$ cat config.mk
export PLATFORM = sky130hd
export DESIGN_NAME = fx2fp8_encoder
export DESIGN_NICKNAME = d
export VERILOG_FILES = /design/src/rtl/fx2fp8_encoder.sv
export SDC_FILE = /design/constraint.sdc
export NUM_CORES = 1
export LEC_CHECK = 0
export CAP_MARGIN = 10
export CORE_AREA = 2 2 94 96
export DETAILED_ROUTE_END_ITERATION = 8
export DIE_AREA = 0 0 96 98
export GPL_TIMING_DRIVEN = 0
export SLEW_MARGIN = 30
export SYNTH_ARGS = -nofsm -noshare
export SYNTH_HDL_FRONTEND = slang
export SYNTH_SLANG_ARGS = --single-unit
$ cat constraint.sdc
create_clock -name clk -period 2.95 [get_ports clk]
set_clock_uncertainty 0.1 [all_clocks]
set_input_delay 0.7375 -clock clk [delete_from_list [all_inputs] [get_ports clk]]
set_output_delay 0.7375 -clock clk [all_outputs]
set_load 0.01 [all_outputs]
$ cat src/rtl/fx2fp8_encoder.sv
// ============================================================================
//  Module      : fx2fp8_encoder
//  Description : Streaming signed fixed-point to fp8 converter; normalizes one
//                bit per cycle behind valid/ready handshakes.
//  Revision    : 1.0  initial release
// ============================================================================
`default_nettype none

module fx2fp8_encoder #(
    parameter int IN_W      = 12,
    parameter int FRAC_BITS = 4,
    parameter int BIAS      = 3
) (
    input  logic            clk,
    input  logic            rst,
    input  logic            in_valid,
    output logic            in_ready,
    input  logic [IN_W-1:0] in_data,
    output logic            out_valid,
    input  logic            out_ready,
    output logic [7:0]      out_data,
    output logic            out_sat,
    output logic            out_uflow
);

    localparam int SW = $clog2(IN_W);
    localparam int EW = SW + 4;
    localparam logic signed [EW-1:0] C_EXP_TOP = EW'(IN_W - 1 - FRAC_BITS + BIAS);
    localparam logic signed [EW-1:0] C_EXP_MAX = EW'(7);
    localparam logic signed [EW-1:0] C_EXP_ZERO = '0;

    typedef enum logic [2:0] {
        S_IDLE = 3'd0,
        S_ABS  = 3'd1,
        S_NORM = 3'd2,
        S_PACK = 3'd3,
        S_HOLD = 3'd4
    } state_t;

    state_t          state_q, state_d;
    logic            sign_q, sign_d;
    logic [IN_W-1:0] m_q, m_d;
    logic [SW-1:0]   s_q, s_d;
    logic [7:0]      data_q, data_d;
    logic            sat_q, sat_d;
    logic            uflow_q, uflow_d;

    logic signed [EW-1:0] w_exp;
    logic [3:0]           w_mant;

    // Leading-one position is IN_W-1-s, so the exponent drops by one per shift.
    assign w_exp  = C_EXP_TOP - $signed({{(EW-SW){1'b0}}, s_q});
    assign w_mant = m_q[IN_W-2 -: 4];

    always_comb begin
        state_d = state_q;
        sign_d  = sign_q;
        m_d     = m_q;
        s_d     = s_q;
        data_d  = data_q;
        sat_d   = sat_q;
        uflow_d = uflow_q;

        case (state_q)
            S_IDLE: begin
                if (in_valid) begin
                    m_d     = in_data;
                    state_d = S_ABS;
                end
            end
            S_ABS: begin
                // Unsigned negation maps the most negative input to 2^(IN_W-1).
                sign_d  = m_q[IN_W-1];
                m_d     = m_q[IN_W-1] ? (~m_q + IN_W'(1)) : m_q;
                s_d     = '0;
                state_d = S_NORM;
            end
            S_NORM: begin
                if ((m_q == '0) || m_q[IN_W-1]) begin
                    state_d = S_PACK;
                end else begin
                    m_d = m_q << 1;
                    s_d = s_q + SW'(1);
                end
            end
            S_PACK: begin
                sat_d   = 1'b0;
                uflow_d = 1'b0;
                if (m_q == '0) begin
                    data_d = 8'h00;
                end else if (w_exp > C_EXP_MAX) begin
                    data_d = {sign_q, 7'h7F};
                    sat_d  = 1'b1;
                end else if ((w_exp < C_EXP_ZERO) ||
                             ((w_exp == C_EXP_ZERO) && (w_mant == 4'h0))) begin
                    data_d  = 8'h00;
                    uflow_d = 1'b1;
                end else begin
                    data_d = {sign_q, w_exp[2:0], w_mant};
                end
                state_d = S_HOLD;
            end
            S_HOLD: begin
                if (out_ready) begin
                    state_d = S_IDLE;
                end
            end
            default: state_d = S_IDLE;
        endcase
    end

    always_ff @(posedge clk or posedge rst) begin
        if (rst) begin
            state_q <= S_IDLE;
            sign_q  <= 1'b0;
            m_q     <= '0;
            s_q     <= '0;
            data_q  <= 8'h00;
            sat_q   <= 1'b0;
            uflow_q <= 1'b0;
        end else begin
            state_q <= state_d;
            sign_q  <= sign_d;
            m_q     <= m_d;
            s_q     <= s_d;
            data_q  <= data_d;
            sat_q   <= sat_d;
            uflow_q <= uflow_d;
        end
    end

    assign in_ready  = (state_q == S_IDLE);
    assign out_valid = (state_q == S_HOLD);
    assign out_data  = data_q;
    assign out_sat   = sat_q;
    assign out_uflow = uflow_q;

endmodule

`default_nettype wire

==> impl_metrics.yaml <==
pwr:
  power_density_mw_per_mm2: 1190
  power.leakage_uw: 0.00103
  vdd_drop_max_mv: 0.387
floorplanning:
  ioPinCount: 28
  rows: 34
  die_area_mm2: 0.00941
  floorplan.initialDensity: 0.234
  core_area_mm2: 0.00847
  die_w_um: 96
  die_h_um: 98
clock_network:
  cts_tree: "done"
  cts_buffer_depth: 2
  clock_latency_ns: 0.28
  cts_sinks: 30
  cts_buffers: 5
  clockRootBuffer: "clkbuf_8"
  clkSlewWorstSetupHoldPaths_ns: 0.07
  cts_setup_buffers: 0
  htreeDepth: 2
  cts_hold_buf: 0
route:
  via_per_inst: 5.27
  via_count: 1825
  ant_nets: 0
  dr.pass1.iters: 4
  drtIter0Drc: 113
  wl_um: 5320
  wl_per_cell_um: 15.4
  drc: 0
grt:
  grt_pass1_vias: 1804
  antenna_found_initial: 0
  use_met3: 0.0285
  grt_use_total: 0.118
  grt.met1_usage: 0.170
  grt_pass1_wl_um: 8920
  overflow: 0
  grt_max_degree: 31
  busiest_layer: "met2"
  use_met2: 0.177
setup_path:
  cp.required_ns: 2.11
  cp-end-kind: "primary output"
  startpoint_type: "flip-flop"
  worstSetupPathType: "reg2out"
  path_max_fanout: 19
  crit_arrival_ns: 1.81
timing:
  fmax_mhz: 378
  period_minus_slack_ns: 2.64
  tns_ns: 0
  drv_slew: 0
  final-setup-viol-count: 0
  finalHoldViolations: 0
  rsz0062_at_grt: "false"
  hold_slack_ns: 0.376
  fin_crit_sh: 0.897
  tightest_slew_ns: 0.716
  maxSlewHeadroom: 0.521
yosys:
  synth_seq_area_share: 0.379
  synth_seq_cells: 30
  synthFlopType: "dfrtp_1"
  syn-num-nets: 225
  syn_area_mm2: 0.00198
  async_reset_ff_frac: 1.00
  synth_cell_type_count: 55
  ys_warn_count: 0
  synth_cells: 205
  synth_area_per_cell_um2: 9.66
  synth-edff-count: 0
layout:
  fill_cells: 879
  layout_common_cells: "30 x dfrtp_1, 27 x clkdlybuf4s50_1, 13 x nand2_1, 13 x nand3_1, 13 x inv_1"
  nets: 257
  drive_gt1_frac: 0.139
  num_antenna_cells: 0
  final_common_cell: "dfrtp_1"
  area_growth_pct: 28.1
min_path:
  hold_path_class: "reg2reg"
placement:
  dp_hpwl_um: 3720
  port_buffers: 27
  gp_congestion: 0.803
job:
  cap_viol_max_count: 0
outcome:
  status: "finished, final reports clean"
-- Yosys cell counts (3+ instances only) --
cell	number	area [um^2]
nand4_1	4	25.0
a311oi_1	3	26.3
and2_1	7	43.8
dfrtp_1	30	751
a221oi_1	11	96.3
nor3_1	9	45.0
a311o_1	7	70.1
nor2_1	5	18.8
o2bb2ai_1	8	70.1
clkbuf_1	6	22.5
nand2_1	13	48.8
o22ai_1	3	18.8
a22o_1	8	70.1
ha_1	4	50.1
inv_1	14	52.6
buf_2	6	30.0
o21ai_0	8	40.0
a211oi_1	3	22.5
nand3_1	13	65.1
-- per-layer routing --
layer	share of wire	up-vias	wire length (um)
li1	-	863	-
met1	0.48	902	2540
met2	0.46	58	2450
met3	0.060	2	321
met4	0.0032	0	17
met5	0	-	0
-- flip-flops by register name, summed over array words and instances (netlist names) --
name       cells
out_sat        1
state_q        3
m_q           12
sign_q         1
out_data       8
s_q            4
out_uflow      1
-- repair_timing --
item	CTS	global route
gates cloned	0	0
pin swaps	0	1
endpoints found under the setup margin	2	2
resized for setup	2	0
-- cell families after synthesis --
group                      Yosys count  share of synthesized area
muxes                                2                     0.0101
and+or+nand+nor                     72                      0.224
adders and majority gates            4                     0.0253
buffers and inverters               28                     0.0644
DFF                                 30                      0.379
AOI/OAI and AO/OA                   67                      0.288
xor gates and xnor gates             2                    0.00885
-- critical path, cell delays in order (launching register included) --
cell	delay, ns
dfrtp_1	0.39
buf_2	0.26
nor3b_2	0.30
clkdlybuf4s50_1	0.58
-- per-stage QoR --
stage,cell area [um^2],total power (uW),setup slack [ns],utilization,instances
4_1_cts,2540,3050,0.0191,0.300,348
6_report,2540,3020,0.305,0.300,346
5_1_grt,2540,3270,0.208,0.300,346
3_3_place_gp,2390,2450,0.190,0.282,340
3_5_place_dp,2390,2500,0.198,0.282,340
2_1_floorplan,1980,1970,0.974,-,205
-- worst paths after layout --
kind,to,cells past startpoint,slack [ns],from
max in group asynchronous,s_q[3],2,1.55,rst
max reg2reg,m_q[1],7,0.56,m_q[0]
min,out_sat,1,0.38,out_sat
min in group asynchronous,out_data[7],2,0.77,rst
min reg2reg,out_sat,1,0.38,out_sat
max,out_valid,3,0.31,state_q[0]
-- power breakdown --
part,internal [uW],total [uW],switching (uW)
Sequential,595,780,185
Combinational,763,1710,951
Clock,360,531,170
Total,1720,3020,1310
-- layout make-up --
class / instances / area, um^2 / area share
flip-flops and latches: 30 / 751 / 0.296
multi-input cells: 147 / 1120 / 0.441
repair buffers: 27 / 270 / 0.107
inverters: 14 / 52.6 / 0.0207
clock buffers: 6 / 82.6 / 0.0325
plain buffers: 12 / 67.6 / 0.0266
clock inverters: 2 / 60.1 / 0.0237
well taps: 108 / 135 / 0.0533
(Power assumes the default switching activity.)
